[config.mk]
export PLATFORM = sky130hd
export DESIGN_NAME = pipe_stage_skid_flat
export DESIGN_NICKNAME = d
export VERILOG_FILES = /design/src/rtl/pipe_pkg.sv /design/src/rtl/pipe_stage_skid_if.sv /design/src/rtl/pipe_reg_slot.sv /design/src/rtl/pipe_stage_skid.sv /design/src/flat_wrapper.sv
export SDC_FILE = /design/constraint.sdc
export NUM_CORES = 1
export LEC_CHECK = 0
export BUFFER_PORTS_ARGS = -buffer_cell sky130_fd_sc_hd__buf_4
export CAP_MARGIN = 10
export CORE_MARGIN = 2
export CORE_UTILIZATION = 45
export CTS_CLUSTER_DIAMETER = 30
export CTS_CLUSTER_SIZE = 14
export DETAILED_ROUTE_END_ITERATION = 12
export PLACE_DENSITY = 0.69
export SLEW_MARGIN = 20
export SYNTH_ARGS = -nofsm -noshare
export SYNTH_HDL_FRONTEND = slang
export SYNTH_HIERARCHICAL = 1
export SYNTH_SLANG_ARGS = --single-unit
[constraint.sdc]
create_clock -name clk -period 2 [get_ports clk]
set_input_delay 0.2 -clock clk [delete_from_list [all_inputs] [get_ports clk]]
set_output_delay 0.2 -clock clk [all_outputs]
set_load 0.02 [all_outputs]
[src/rtl/pipe_pkg.sv]
// Shared pipeline-stage definitions: standard payload layouts, occupancy encodings, bubble value.
package pipe_pkg;

    // EX/MEM payload, LSB first: extimm, instr, PC, memToReg, dmWE, grfWriteAddr, dmWriteData, aluOut
    localparam int EXME_W          = 168;
    localparam int EXME_EXTIMM_OFF = 0;
    localparam int EXME_INSTR_OFF  = 32;
    localparam int EXME_PC_OFF     = 64;
    localparam int EXME_M2R_OFF    = 96;
    localparam int EXME_M2R_W      = 2;
    localparam int EXME_DMWE_OFF   = 98;
    localparam int EXME_GRFWA_OFF  = 99;
    localparam int EXME_GRFWA_W    = 5;
    localparam int EXME_DMWD_OFF   = 104;
    localparam int EXME_ALU_OFF    = 136;

    typedef enum logic [1:0] {
        OCC_EMPTY = 2'd0,
        OCC_ONE   = 2'd1,
        OCC_TWO   = 2'd2
    } occ_e;

    // Bubble: instr = 0 (nop) and every write-enable low.
    localparam logic [EXME_W-1:0] BUBBLE = '0;

endpackage

[src/rtl/pipe_stage_skid_if.sv]
// Valid/ready/data bundle between two pipeline stages.
interface pipe_stage_skid_if #(
    parameter int W = 168
);
    logic         valid;
    logic         ready;
    logic [W-1:0] data;

    modport master (output valid, output data, input ready);
    modport slave  (input valid, input data, output ready);
endinterface

[src/rtl/pipe_reg_slot.sv]
// One valid+data holding register; clear wins over load and restores the bubble.
module pipe_reg_slot
    import pipe_pkg::*;
#(
    parameter int W = EXME_W
) (
    input  logic         clk,
    input  logic         reset,
    input  logic         load,
    input  logic         clear,
    input  logic [W-1:0] d,
    output logic         valid,
    output logic [W-1:0] data
);

    logic         valid_q, valid_d;
    logic [W-1:0] data_q, data_d;

    always_comb begin
        valid_d = valid_q;
        data_d  = data_q;
        if (clear) begin
            valid_d = 1'b0;
            data_d  = W'(BUBBLE);
        end else if (load) begin
            valid_d = 1'b1;
            data_d  = d;
        end
    end

    always_ff @(posedge clk) begin
        if (reset) begin
            valid_q <= 1'b0;
            data_q  <= W'(BUBBLE);
        end else begin
            valid_q <= valid_d;
            data_q  <= data_d;
        end
    end

    assign valid = valid_q;
    assign data  = data_q;

endmodule

[src/rtl/pipe_stage_skid.sv]
// Pipeline-stage register with valid/ready handshake, optional 2-entry skid and flush-to-bubble.
module pipe_stage_skid
    import pipe_pkg::*;
#(
    parameter int PAYLOAD_W = EXME_W,
    parameter bit SKID      = 1'b1
) (
    input  logic               clk,
    input  logic               reset,
    pipe_stage_skid_if.slave   up,
    pipe_stage_skid_if.master  dn,
    input  logic               flush,
    output logic [1:0]         occupancy
);

    occ_e                 state_q, state_d;
    logic                 in_ready_q, in_ready_d;
    logic                 in_ready, accept, pop;
    logic                 main_vld, skid_vld;
    logic [PAYLOAD_W-1:0] main_data, skid_data, main_din;
    logic                 main_load, main_clr, skid_load, skid_clr;

    // With the skid, in_ready is a flop so out_ready never reaches upstream combinationally.
    always_comb begin
        if (SKID) in_ready = in_ready_q;
        else      in_ready = !main_vld || dn.ready;
    end

    assign accept = up.valid && in_ready;
    assign pop    = main_vld && dn.ready;

    always_comb begin
        state_d   = state_q;
        main_load = 1'b0;
        main_clr  = 1'b0;
        main_din  = up.data;
        skid_load = 1'b0;
        skid_clr  = 1'b0;
        case (state_q)
            OCC_EMPTY: begin
                if (accept) begin
                    main_load = 1'b1;
                    state_d   = OCC_ONE;
                end
            end
            OCC_ONE: begin
                if (accept && pop) begin
                    main_load = 1'b1;
                end else if (accept) begin
                    skid_load = 1'b1;
                    state_d   = OCC_TWO;
                end else if (pop) begin
                    main_clr  = 1'b1;
                    state_d   = OCC_EMPTY;
                end
            end
            OCC_TWO: begin
                // Skid drains into main; the skid entry is never bypassed.
                if (pop) begin
                    main_load = 1'b1;
                    main_din  = skid_data;
                    skid_clr  = 1'b1;
                    state_d   = OCC_ONE;
                end
            end
            default: state_d = OCC_EMPTY;
        endcase
        if (flush) begin
            main_load = 1'b0;
            skid_load = 1'b0;
            main_clr  = 1'b1;
            skid_clr  = 1'b1;
            state_d   = OCC_EMPTY;
        end
        in_ready_d = (state_d != OCC_TWO);
    end

    always_ff @(posedge clk) begin
        if (reset) begin
            state_q    <= OCC_EMPTY;
            in_ready_q <= 1'b1;
        end else begin
            state_q    <= state_d;
            in_ready_q <= in_ready_d;
        end
    end

    pipe_reg_slot #(.W(PAYLOAD_W)) u_main (
        .clk   (clk),
        .reset (reset),
        .load  (main_load),
        .clear (main_clr),
        .d     (main_din),
        .valid (main_vld),
        .data  (main_data)
    );

    generate
        if (SKID) begin : g_skid
            pipe_reg_slot #(.W(PAYLOAD_W)) u_skid (
                .clk   (clk),
                .reset (reset),
                .load  (skid_load),
                .clear (skid_clr),
                .d     (up.data),
                .valid (skid_vld),
                .data  (skid_data)
            );
        end else begin : g_noskid
            assign skid_vld  = 1'b0;
            assign skid_data = '0;
        end
    endgenerate

    assign up.ready  = in_ready;
    assign dn.valid  = main_vld;
    assign dn.data   = main_data;
    assign occupancy = {1'b0, main_vld} + {1'b0, skid_vld};

endmodule

[src/flat_wrapper.sv]
// flat-port wrapper written by rule: the top's interface ports become plain ports
module pipe_stage_skid_flat import pipe_pkg::*;
#(
    parameter int PAYLOAD_W = EXME_W,
    parameter bit SKID      = 1'b1
)
  (clk, reset, flush, occupancy, up_valid, up_data, up_ready, dn_valid, dn_data, dn_ready);
  pipe_stage_skid_if #(.W((EXME_W))) up_i ();
  pipe_stage_skid_if #(.W((EXME_W))) dn_i ();
  input  logic clk;
  input  logic reset;
  input  logic flush;
  output logic [1:0] occupancy;
  input wire logic [$bits(up_i.valid)-1:0] up_valid;
  input wire logic [$bits(up_i.data)-1:0] up_data;
  output wire logic [$bits(up_i.ready)-1:0] up_ready;
  output wire logic [$bits(dn_i.valid)-1:0] dn_valid;
  output wire logic [$bits(dn_i.data)-1:0] dn_data;
  input wire logic [$bits(dn_i.ready)-1:0] dn_ready;
  assign up_i.valid = up_valid;
  assign up_i.data = up_data;
  assign up_ready = up_i.ready;
  assign dn_valid = dn_i.valid;
  assign dn_data = dn_i.data;
  assign dn_i.ready = dn_ready;
  pipe_stage_skid #(.PAYLOAD_W(PAYLOAD_W), .SKID(SKID)) u_core (.clk(clk), .reset(reset), .up(up_i), .dn(dn_i), .flush(flush), .occupancy(occupancy));
endmodule
Word-level counts from Yosys, hierarchy flattened
Index checks and enable logic that the tools add are counted.
{"block": "word_totals", "regBits": 341, "latch_bits": 0, "ram_bits": 0, "romBits": 0, "inputBits": 173, "elab_cells": 39, "mem_count": 0}
{"block": "op_classes", "addsub": 1, "n_mul": 0, "n_div": 0, "order_cmp": 0, "n_eq_ne": 3, "shifts": 0, "n_mux": 23, "n_bitwise": 0, "reduce_logical": 6}
{"cell": "$mux 168", "n": 2}
{"cell": "$mux 1", "n": 13}
{"cell": "$mux 2", "n": 6}
{"cell": "$pmux 2 s3", "n": 1}
{"cell": "$reduce_or 2->1", "n": 2}
{"cell": "$logic_and 1x1->1", "n": 3}
{"cell": "$pmux 1 s3", "n": 1}
{"cell": "$add 1x1->2", "n": 1}
{"cell": "$eq 2x1->1 const B", "n": 1}
{"cell": "$eq 2x2->1 const B", "n": 1}
{"cell": "$logic_not 2->1", "n": 1}
{"cell": "$ne 2x2->1 const B", "n": 1}

Longest topological paths before layout
{"block": "depth", "word_depth": 7, "depth_mapped": 10}

Modules after synthesis
Netlist, hierarchy kept.
{"mod": "pipe_reg_slot", "n_inst": 2, "cells_per_inst": 546, "area_per_inst_um2": 6067.1, "seq_area_each_um2": 3383.2}
{"mod": "pipe_stage_skid", "n_inst": 1, "cells_per_inst": 211, "area_per_inst_um2": 2627.5, "seq_area_each_um2": 60.1}

Worst setup path after synthesis
Ideal clock, no wire load.
{"block": "synth_path", "kind": "register to register", "from": "register u_core.u_main.valid_q, in the netlist u_core/u_main/valid", "to": "register u_core.u_main.data_q[100], in the netlist u_core/u_main/data[100]", "setup_time_ns": 0.114, "arrival_ns": 1.855, "t_required_ns": 1.886, "path_slack_ns": 0.030, "path_stages_with_launch": 11, "n_path_buf": 5, "synth_period_minus_slack_ns": 1.970, "path_cell_list": "dfxtp_1 -> nand4b_1 -> buf_2 -> buf_2 -> o31a_1 -> a21oi_1 -> buf_4 -> buf_6 -> buf_6 -> mux2i_1 -> nor2_1"}
{"block": "synth_between", "word_cells_on_any_way": 13, "cone_classes": "mux (10); reduce/logical (3)"}
{"element": "start, declared", "line_no": "pipe_reg_slot.sv:16", "source": "logic valid_q, valid_d;"}
{"element": "start signal, assigned", "line_no": "pipe_reg_slot.sv:36", "source": "valid_q <= valid_d;"}
{"element": "$logic_and 1x1->1 *", "line_no": "pipe_stage_skid.sv:30", "source": "assign pop = main_vld && dn.ready;"}
{"element": "$logic_and 1x1->1", "line_no": "pipe_stage_skid.sv:47", "source": "if (accept && pop) begin"}
{"element": "$mux 1", "line_no": "pipe_stage_skid.sv:47"}
{"element": "$pmux 1 s3 *", "line_no": "pipe_stage_skid.sv:39", "source": "case (state_q)"}
{"element": "$mux 1 *", "line_no": "pipe_stage_skid.sv:68", "source": "if (flush) begin"}
{"element": "named net u_core.main_load", "line_no": "pipe_stage_skid.sv:21", "source": "logic main_load, main_clr, skid_load, skid_clr;"}
{"element": "end signal, assigned", "line_no": "pipe_reg_slot.sv:34", "source": "data_q <= W'(BUBBLE);"}
{"element": "end signal, assigned", "line_no": "pipe_reg_slot.sv:37", "source": "data_q <= data_d;"}
{"element": "end, declared", "line_no": "pipe_reg_slot.sv:17", "source": "logic [W-1:0] data_q, data_d;"}
The timed path passes the listed nets; every way through them passes the cells marked *.
A chain may end at the register's enable or synchronous reset.

Final worst setup path
{"block": "layout_path", "from": "register u_core.u_main.valid_q, in the netlist u_core/u_main/valid", "to": "register u_core.u_main.data_q[118], in the netlist u_core/u_main/data[118]"}
The elaborated chain is that of the path after synthesis.

==> metrics.md <==
| Metric | Value |
|---|---|
| Status | `finished, final reports clean` |
| Final worst slack | `69.7 ps` |
| Max Transition Viols Final | `0` |
| Layout area overhead | `52.5%` |
| DR iter-0 viols | `453` |
| Type of the worst min-delay path | `in -> reg` |
| Worst-Margin Slew | `366 ps` |
| RSZ-0062 raised after global routing | `yes` |
| Post-synthesis sequential element count | `341` |
| Routed WL per cell | `between 15 and 20 um` |
| Total GRT Usage | `0.227` |
| # DRC | `0` |
| Static Leak | `9.50 nW` |
| Crit path capture type | `flop` |
| First-pass GRT wire length | `~62000 um` |
| Crit Path Category | `reg -> reg` |
| Final setup violation count | `0` |
| Crit Reg-Reg Endpoint | `u_core/u_main/data[118]$_SDFFE_PP0P_` |
| Hold WS | `53.0 ps` |
| Synth Net Count | `1477` |
| Total power | `0.0222 W` |
| R2r setup slk | `70 ps` |
| Final global-route overflow total | `0` |
| Num rows | `66` |
| Crit path required time | `2440 ps` |
| Post-Syn Instances | `1303` |
| Crit path DAT | `2370 ps` |
| Final non-filler cell total | `2386` |
| Die Footprint | `0.0343 mm2` |
| Hold Fails Final Rpt | `0` |
| Largest net degree at the start of global routing | `71` |
| Met3 WL post-DR | `about 3200 um` |
| Via-to-Cell Ratio | `4.87` |
| TritonCTS clock tree | `built` |
| Synth top area cells | `dfxtp_1, mux2i_1, mux2_4` |
| H-Tree Depth | `3` |
| PortBufs | `344` |
| Initial antenna violation count | `1` |
| Max Clk Rate | `518 MHz` |
| Antenna viol nets, final | `0` |
| FF-to-FF path depth | `8` |
| DR vias | `roughly 12000` |
| Initial Util | `0.455` |
| Max_slew headroom | `0.756` |
| Final period demand of the worst path | `~1900 ps` |
| Synth cell types | `27` |
| Max Used Layer | `met4` |
| Crit start category | `flop` |
| Core Area | `0.0325 mm2` |
| Vias in the first global route | `about 12000` |
| Pre-CTS setup slack | `49.0 ps` |
| Post-Syn Area per Cell | `11.3 um2` |
| Chip Height | `185 um` |
| Cells after DPL | `approximately 2100` |
| CTS Buf Count | `78` |
| Final Skew | `about 21 ps` |
| Die X | `between 150 and 200 um` |
| Share of layout cells above drive strength 1 | `0.378` |
| Crit path max fanout | `19` |
| # IOs | `345` |
| Final Cycle Share | `0.965` |
| Reg2reg start | `u_core/u_main/valid$_SDFFE_PP0P_` |
| Worst-path clk slew | `40 ps` |
| Synth top area share | `0.462` |
| Max IR drop VDD | `847 uV` |
| Met2 wire length | `19700 um` |
| Global placer's final weighted congestion | `0.730` |
| Hold Startpoint | `flush` |
| Post-layout net count | `between 2000 and 2500` |
| Clock Tree Buf Depth | `3` |
| Hpwl dp | `24500 um` |
| Post-synthesis sequential area ratio | `0.462` |
| Sink Count | `341` |
| Cell Pwr Density | `985 mW/mm2` |
| WL met1 | `~17000 um` |
| DR pass1 iterations | `5` |
| Mapped Area | `between 0.01 and 0.015 mm2` |
| Final WL | `approximately 40000 um` |
| Clock Latency Late Sink | `580 ps` |
| Root buffer cell | `clkbuf_16` |
| Cell taking the most area after synthesis | `dfxtp_1` |
| Critical path launch point | `u_core/u_main/valid$_SDFFE_PP0P_` |
| CP endpoint | `u_core/u_main/data[118]$_SDFFE_PP0P_` |
| Syn. warnings | `6` |
| Max-cap check violation count | `0` |
| Fillers | `2241` |
==> sequential cells by signal (all words and copies together), names as in the netlist <==
name / count
u_core/state_q: 2
u_core/u_main/valid: 1
u_core/u_main/data: 168
u_core/g_skid.u_skid/valid: 1
u_core/up.ready: 1
u_core/g_skid.u_skid/data: 168
==> cells in the final DEF, fill, tap and decap left out, drive strengths merged, types with 3 or more instances in the layout <==
cell type	netlist	layout
buf	85	416
dfxtp	341	341
nor2	340	340
mux2i	336	336
dlygate4sd3	0	171
mux2	168	168
clkbuf	10	106
clkinv	0	18
bufinv	0	10
inv	0	7
clkinvlp	0	5
or2	3	4
nand2	3	3
==> synth_stat cells <==
| cell type | count |
|---|---|
| dfxtp_1 | 341 |
| nor2_1 | 338 |
| mux2i_1 | 336 |
| mux2_4 | 99 |
| mux2_2 | 69 |
| buf_6 | 65 |
| buf_2 | 18 |
| clkbuf_1 | 10 |
| nand2_1 | 3 |
| buf_4 | 2 |
| nand4b_1 | 2 |
| nor2_2 | 2 |
| nor2b_1 | 2 |
| or2_1 | 2 |
| or3_1 | 2 |
| a21oi_1 | 1 |
| a31o_2 | 1 |
| a31oi_1 | 1 |
| and2_1 | 1 |
| ha_1 | 1 |
| nand2b_1 | 1 |
| nor3_1 | 1 |
| nor4_1 | 1 |
| o211ai_1 | 1 |
| o31a_1 | 1 |
| or2_2 | 1 |
| or4_1 | 1 |
==> critical path, stage by stage (launching register included) <==
cell and delay [ps]:
dfxtp_1 350, nand2_1 110, or3_4 390, a21oi_4 170
buf_12 130, buf_12 140, buf_12 190, mux2i_1 240
nor2_1 60
==> through the flow <==
stage	setup TNS, ps	area (um2)	utilization
after floorplan	0	14800	-
after global placement	0	17800	0.547
after detailed placement	0	17800	0.547
after CTS	0	22300	0.686
after global routing	-740	22500	0.694
final	0	22500	0.694
==> cell type report <==
cell class	instances	area [um2]	share of cell area
Timing Repair Buffer	590	5220	0.232
Multi-Input combinational cell	868	7120	0.316
Clock inverter	40	601	0.0267
Tap cell	442	553	0.0246
Antenna cell	2	5.00	0.000222
Sequential cell	341	6830	0.303
Clock buffer	103	2200	0.0975
==> cells by family after synthesis <==
| logic type | synth area share |
|---|---|
| DFF | 0.462 |
| buffers and inverters | 0.0592 |
| AOI/OAI and AO/OA | 0.00246 |
| and+or+nand+nor | 0.0938 |
| muxes | 0.381 |
| adders and majority gates | 0.000847 |
==> metal layers <==
| metal | vias to the layer above | track usage |
|---|---|---|
| met3 | 71 | 0.0749 |
| met2 | 378 | 0.386 |
| met1 | 5553 | 0.267 |
| met5 | - | 0 |
| met4 | 0 | 0.0778 |
| li1 | 5623 | - |
==> worst min path at each step <==
stage                                                      end  cells past startpoint
finish                              u_core/up.ready$_SDFF_PP1_                      3
global route                        u_core/up.ready$_SDFF_PP1_                      3
CTS                                 u_core/up.ready$_SDFF_PP1_                      3
detailed placement  u_core/g_skid.u_skid/data[38]$_SDFFE_PP0P_                      3
global placement     u_core/g_skid.u_skid/data[6]$_SDFFE_PP0P_                      3
floorplan            u_core/g_skid.u_skid/data[0]$_SDFFE_PP0P_                      2
==> power by group <==
group,total [W],leakage [nW],internal (W),switching (W)
clock,0.0133,1.36,0.00909,0.00420
sequential,0.00698,2.75,0.00692,0.0000618
combinational,0.00191,5.38,0.00110,0.000809
total,0.0222,9.50,0.0171,0.00507
==> what timing repair did <==
action / CTS / global route
buffers inserted: 0 / 12
setup endpoints to repair: 0 / 161
hold buffers: 171 / 0
gates resized for setup: 0 / 14
hold endpoints to repair: 267 / 0
Power figures use the tool's default switching activity.
